==> src/rtl/lsu_pw.sv <==
// rtl/lsu_pw.sv - posted-write load/store unit with in-order write buffer and bus timeout
module lsu_pw #(
   parameter int DW       = 8,
   parameter int AW       = 16,
   parameter int WB_DEPTH = 4,
   parameter int TO_CYC   = 255
) (
   input  logic                        clk,
   input  logic                        rst,
   input  logic                        mem_read,
   input  logic                        mem_write,
   input  logic [AW-1:0]               addr_in,
   input  logic [DW-1:0]               ds1_data,
   output logic                        mem_ok,
   output logic [DW-1:0]               lsu_out,
   output logic                        bus_err,
   output logic                        wb_empty,
   output logic [$clog2(WB_DEPTH):0]   wb_level,
   output logic [AW-1:0]               addr,
   output logic [DW-1:0]               wdata,
   input  logic [DW-1:0]               rdata,
   output logic                        write,
   output logic                        read,
   input  logic                        rdy
);

   localparam int PW = $clog2(WB_DEPTH);
   localparam int LW = PW + 1;
   localparam int TW = (TO_CYC < 2) ? 1 : $clog2(TO_CYC + 1);

   typedef enum logic [1:0] {IDLE, WR, RD, RDONE} state_t;

   state_t          state_q, state_d;
   logic [AW-1:0]   addr_q, addr_d;
   logic [DW-1:0]   wdata_q, wdata_d;
   logic [DW-1:0]   lsu_q, lsu_d;
   logic            write_q, write_d;
   logic            read_q, read_d;
   logic            bus_err_q, bus_err_d;
   logic            rd_ok_q, rd_ok_d;
   logic [TW-1:0]   tcnt_q, tcnt_d;
   logic [LW-1:0]   cnt_q, cnt_d;
   logic [PW-1:0]   wr_ptr_q, rd_ptr_q, rd_nxt;
   logic [AW-1:0]   wb_addr_q [WB_DEPTH];
   logic [DW-1:0]   wb_data_q [WB_DEPTH];

   logic full, push, pop, strobe, abort;

   // Full is judged on the registered level, so a pop never makes room for a same-cycle push.
   assign full   = (cnt_q == LW'(WB_DEPTH));
   assign push   = mem_write & ~full;
   assign rd_nxt = rd_ptr_q + PW'(1);
   assign strobe = write_q | read_q;
   assign abort  = (TO_CYC != 0) && strobe && !rdy && (tcnt_q == TW'(TO_CYC - 1));

   always_comb begin
      state_d   = state_q;
      addr_d    = addr_q;
      wdata_d   = wdata_q;
      write_d   = write_q;
      read_d    = read_q;
      lsu_d     = lsu_q;
      bus_err_d = 1'b0;
      rd_ok_d   = 1'b0;
      pop       = 1'b0;
      tcnt_d    = '0;
      if (strobe && !rdy && !abort && TO_CYC != 0) tcnt_d = tcnt_q + TW'(1);
      case (state_q)
         IDLE: begin
            // Buffered writes drain before any read starts, so loads see earlier stores.
            if (cnt_q != '0) begin
               state_d = WR;
               addr_d  = wb_addr_q[rd_ptr_q];
               wdata_d = wb_data_q[rd_ptr_q];
               write_d = 1'b1;
            end else if (mem_read && !mem_write && !rd_ok_q) begin
               state_d = RD;
               addr_d  = addr_in;
               read_d  = 1'b1;
            end
         end
         WR: begin
            if (rdy || abort) begin
               pop = 1'b1;
               if (rdy && cnt_q > LW'(1)) begin
                  addr_d  = wb_addr_q[rd_nxt];
                  wdata_d = wb_data_q[rd_nxt];
               end else begin
                  state_d   = IDLE;
                  write_d   = 1'b0;
                  bus_err_d = abort;
               end
            end
         end
         RD: begin
            if (rdy) begin
               lsu_d   = rdata;
               read_d  = 1'b0;
               state_d = RDONE;
            end else if (abort) begin
               lsu_d     = '1;
               read_d    = 1'b0;
               bus_err_d = 1'b1;
               state_d   = RDONE;
            end
         end
         RDONE: begin
            rd_ok_d = 1'b1;
            state_d = IDLE;
         end
         default: state_d = IDLE;
      endcase
      cnt_d = cnt_q + LW'(push) - LW'(pop);
   end

   always_ff @(posedge clk or negedge rst) begin
      if (!rst) begin
         state_q   <= IDLE;
         addr_q    <= '0;
         wdata_q   <= '0;
         lsu_q     <= '0;
         write_q   <= 1'b0;
         read_q    <= 1'b0;
         bus_err_q <= 1'b0;
         rd_ok_q   <= 1'b0;
         tcnt_q    <= '0;
         cnt_q     <= '0;
         wr_ptr_q  <= '0;
         rd_ptr_q  <= '0;
      end else begin
         state_q   <= state_d;
         addr_q    <= addr_d;
         wdata_q   <= wdata_d;
         lsu_q     <= lsu_d;
         write_q   <= write_d;
         read_q    <= read_d;
         bus_err_q <= bus_err_d;
         rd_ok_q   <= rd_ok_d;
         tcnt_q    <= tcnt_d;
         cnt_q     <= cnt_d;
         wr_ptr_q  <= wr_ptr_q + PW'(push);
         rd_ptr_q  <= rd_ptr_q + PW'(pop);
      end
   end

   always_ff @(posedge clk) begin
      if (push) begin
         wb_addr_q[wr_ptr_q] <= addr_in;
         wb_data_q[wr_ptr_q] <= ds1_data;
      end
   end

   assign mem_ok   = push | rd_ok_q;
   assign lsu_out  = lsu_q;
   assign bus_err  = bus_err_q;
   assign wb_empty = (cnt_q == '0);
   assign wb_level = cnt_q;
   assign addr     = addr_q;
   assign wdata    = wdata_q;
   assign write    = write_q;
   assign read     = read_q;

endmodule

==> config.mk <==
export PLATFORM = sky130hd
export DESIGN_NAME = lsu_pw
export DESIGN_NICKNAME = d
export VERILOG_FILES = /design/src/rtl/lsu_pw.sv
export SDC_FILE = /design/constraint.sdc
export NUM_CORES = 1
export LEC_CHECK = 0
export ABC_AREA = 1
export CORE_MARGIN = 1.5
export CORE_UTILIZATION = 50
export CTS_CLUSTER_DIAMETER = 40
export DETAILED_ROUTE_END_ITERATION = 8
export PLACE_DENSITY = 0.72
export SYNTH_ARGS = -nofsm -noshare
export SYNTH_HDL_FRONTEND = slang
export SYNTH_SLANG_ARGS = --single-unit
export TNS_END_PERCENT = 30
==> constraint.sdc <==
create_clock -name clk -period 3.3 [get_ports clk]
set_input_delay 0.66 -clock clk [delete_from_list [all_inputs] [get_ports clk]]
set_output_delay 0.66 -clock clk [all_outputs]
set_load 0.05 [all_outputs]
==> flow_metrics.env <==
export IMPL_min_period_ns=2.93
export IMPL_synth_area_leaders="edfxtp_1, dfrtp_1, nand2_1"
export IMPL_dr_total_vias=5690
export IMPL_synth_edf_count=96
export IMPL_grt_pass1_wl_um=27000
export IMPL_fin_tns_setup_ns=0
export IMPL_min_period_over_period=0.888
export IMPL_ys_flop_type="edfxtp_1"
export IMPL_leakagePower_nw=3.50
export IMPL_start_util=0.515
export IMPL_worst_setup_path_start_kind="flip-flop"
export IMPL_fin_worst_skew_ns=0.00377
export IMPL_switchingPower_mw=4.20
export IMPL_cts_max_level=4
export IMPL_io_pins=77
export IMPL_async_reset_ff_frac=0.356
export IMPL_syn_mean_instance_area_um2=9.75
export IMPL_drt_wl_total_um=17300
export IMPL_cp_num_buf_inv=2
export IMPL_gr_total_overflow=0
export IMPL_rsz0062_at_grt="no"
export IMPL_ys_ff_latch=149
export IMPL_synthAdderAreaFrac=0.0202
export IMPL_synth_most_common_cell="nand2_1"
export IMPL_hp_class="in -> async"
export IMPL_cpPeakStageDelay_ns=0.81
export IMPL_seqPwrFrac=0.314
export IMPL_reg2reg_depth=7
export IMPL_antenna_found_initial=0
export IMPL_post_dp_hpwl_um=10400
export IMPL_max_freq_mhz=341
export IMPL_synth_common_cells="nand2_1, edfxtp_1, nand3_1"
export IMPL_yosysTopAreaCellShare=0.402
export IMPL_ctsResizeCount=0
export IMPL_nets=851
export IMPL_drc=0
export IMPL_drt_initial_drc_count=544
export IMPL_reg2reg_slack_ns=0.94
export IMPL_area_growth_syn_to_layout_pct=20.1
export IMPL_total_power_mw=9.36
export IMPL_row_count=43
export IMPL_postCtsSetupRepairBufs=0
export IMPL_cts_hold_buf=0
export IMPL_routedWlPerCell_um=17.3
export IMPL_cts_tree="built"
export IMPL_p_clk_frac=0.209
export IMPL_synth_compound_area_frac=0.118
export IMPL_netlist_area_um2=7170
export IMPL_worstMarginPinSlew_ns=0.913
export IMPL_synthesis_nets=784
export IMPL_max_slew_margin_rel=0.391
export IMPL_layout_drive_gt1_share=0.0980
export IMPL_die_height_um=123
export IMPL_viasPerCell=5.71
export IMPL_critPathLaunch="wb_level[0]"
export IMPL_status="finished, final reports clean"
export IMPL_yosysWarnings=0
export IMPL_cp_arrival_ns=2.27
export IMPL_timing_rr_end="addr[10]"
export IMPL_yosysSeqAreaShare=0.587
export IMPL_r2r_start="rd_ptr_q[0]"
export IMPL_place_congestion=0.837
export IMPL_cts_sinks=149
export IMPL_end_kind="output pin"
export IMPL_num_antenna_cells=0
export IMPL_utilization=0.618
export IMPL_critPathKind="reg -> out"
export IMPL_intPower_mw=5.16
export IMPL_hold_viol=0
export IMPL_numCtsBuffers=17
export IMPL_drtAntennaViolNets=0
export IMPL_grt_usage=0.238
export IMPL_yosysTopAreaCell="edfxtp_1"
export IMPL_drv_cap=0
export IMPL_swShare=0.449
export IMPL_synth_xor_area_share=0.00593
export IMPL_core_um2=13900
export IMPL_clkSlewWorstSetupHoldPaths_ns=0.06
export IMPL_crit_required_ns=2.64
export IMPL_grt_pass1_vias=5658
export IMPL_ys_types=35
export IMPL_yosys_area_share_simple=0.207
export IMPL_path_max_fanout=19
export IMPL_syn_inst=736
export IMPL_io_buffers=76
export IMPL_clock_latency_ns=0.43
export IMPL_peakVddDrop_mv=0.453
export IMPL_cts_root_buf="clkbuf_16"
export IMPL_setup_viol=0
export IMPL_first_pass_iters=6
export IMPL_powerDensity_nw_per_um2=1090
export IMPL_cts_max_path_buffers=2
export IMPL_crit_family="buffers and inverters"
export IMPL_crit_path_top_delay_cell="clkdlybuf4s50_1"
export IMPL_fp_dieW_um=123
export IMPL_synth_mux_area_fraction=0
export IMPL_layout_cells_non_filler=996
export IMPL_synth_top_family_by_area="simple AND/OR/NAND/NOR gates"
export IMPL_maxSlewViolCount=0
export IMPL_comb_power_share=0.476
export IMPL_dp_cells=964
export IMPL_crit_chain="nor2_2 > nand2_2 > inv_2 > clkdlybuf4s50_1"
export IMPL_grt_max_degree=49
export IMPL_dieArea_um2=15100
[sequential cells by signal, indices dropped and copies added, names as in the netlist]
register and cells:
wb_addr_q 64, write 1, wb_data_q 32, rd_ok_q 1, read 1, wb_level 3
rd_ptr_q 2, lsu_out 8, wr_ptr_q 2, bus_err 1, wdata 8, state_q 2
tcnt_q 8, addr 16
[cells in the final DEF (no fill, tap or decap), types with 2 or more instances in the layout]
cell	count
nor2_2	7
nor3_2	4
bufinv_16	3
clkinvlp_4	3
o22a_1	8
clkinv_2	6
nor2_1	45
clkinv_4	2
a21oi_4	2
dfrtp_1	52
inv_1	44
o2111ai_1	6
o21ai_1	9
o21ai_0	47
buf_4	11
o21ai_2	2
nor3b_1	4
ha_1	10
nand2_1	197
inv_2	6
nand3_4	2
edfxtp_1	96
nand2_4	5
nor2_4	2
o211ai_1	16
nand3_1	70
xnor2_1	2
a21oi_1	52
clkdlybuf4s50_1	74
clkbuf_16	17
[worst max-delay path by stage]
stage,endpoint,depth (start not counted)
2_1_floorplan,wb_addr_q[0][0],4
3_3_place_gp,wb_level[2],10
3_5_place_dp,wb_level[2],10
4_1_cts,wb_empty,4
5_1_grt,wb_empty,4
6_report,wb_empty,4
[power groups by stage]
stage	clock [mW]	combinational, mW	sequential, mW
floorplan	0	2.57	3.62
global placement	0	4.26	2.93
detailed placement	0	4.40	2.96
CTS	1.98	4.43	2.93
global route	2.06	4.85	3.00
finish	1.96	4.46	2.94
[kinds of logic (layout without fill, tap and decap cells)]
group / Yosys count / after routing
and+or+nand+nor: 338 / 338
DFF: 149 / 149
xor gates and xnor gates: 4 / 4
buffers and inverters: 90 / 170
adders and majority gates: 11 / 11
AOI/OAI and AO/OA: 144 / 144
[per-stage QoR]
stage	area [um^2]	setup WS, ns	hold slack (ns)
floorplan	7170	0.0996	0.364
CTS	8620	0.367	0.391
global placement	8020	0.671	0.464
global route	8620	0.280	0.433
finish	8620	0.369	0.365
detailed placement	8020	0.594	0.466
[per-layer routing]
layer	wire [um]	GRT usage
met4	522	0.128
met1	6770	0.280
met5	0	0
met3	1570	0.0599
met2	8400	0.400
[layout make-up]
type | count | area [um^2]
clock inverters | 14 | 160
repair buffers | 87 | 848
fillers | 1077 | 5320
multi-input cells | 497 | 2540
flip-flops and latches | 149 | 4210
well taps | 180 | 225
clock buffers | 18 | 439
inverters | 51 | 194
(Power assumes the default switching activity.)
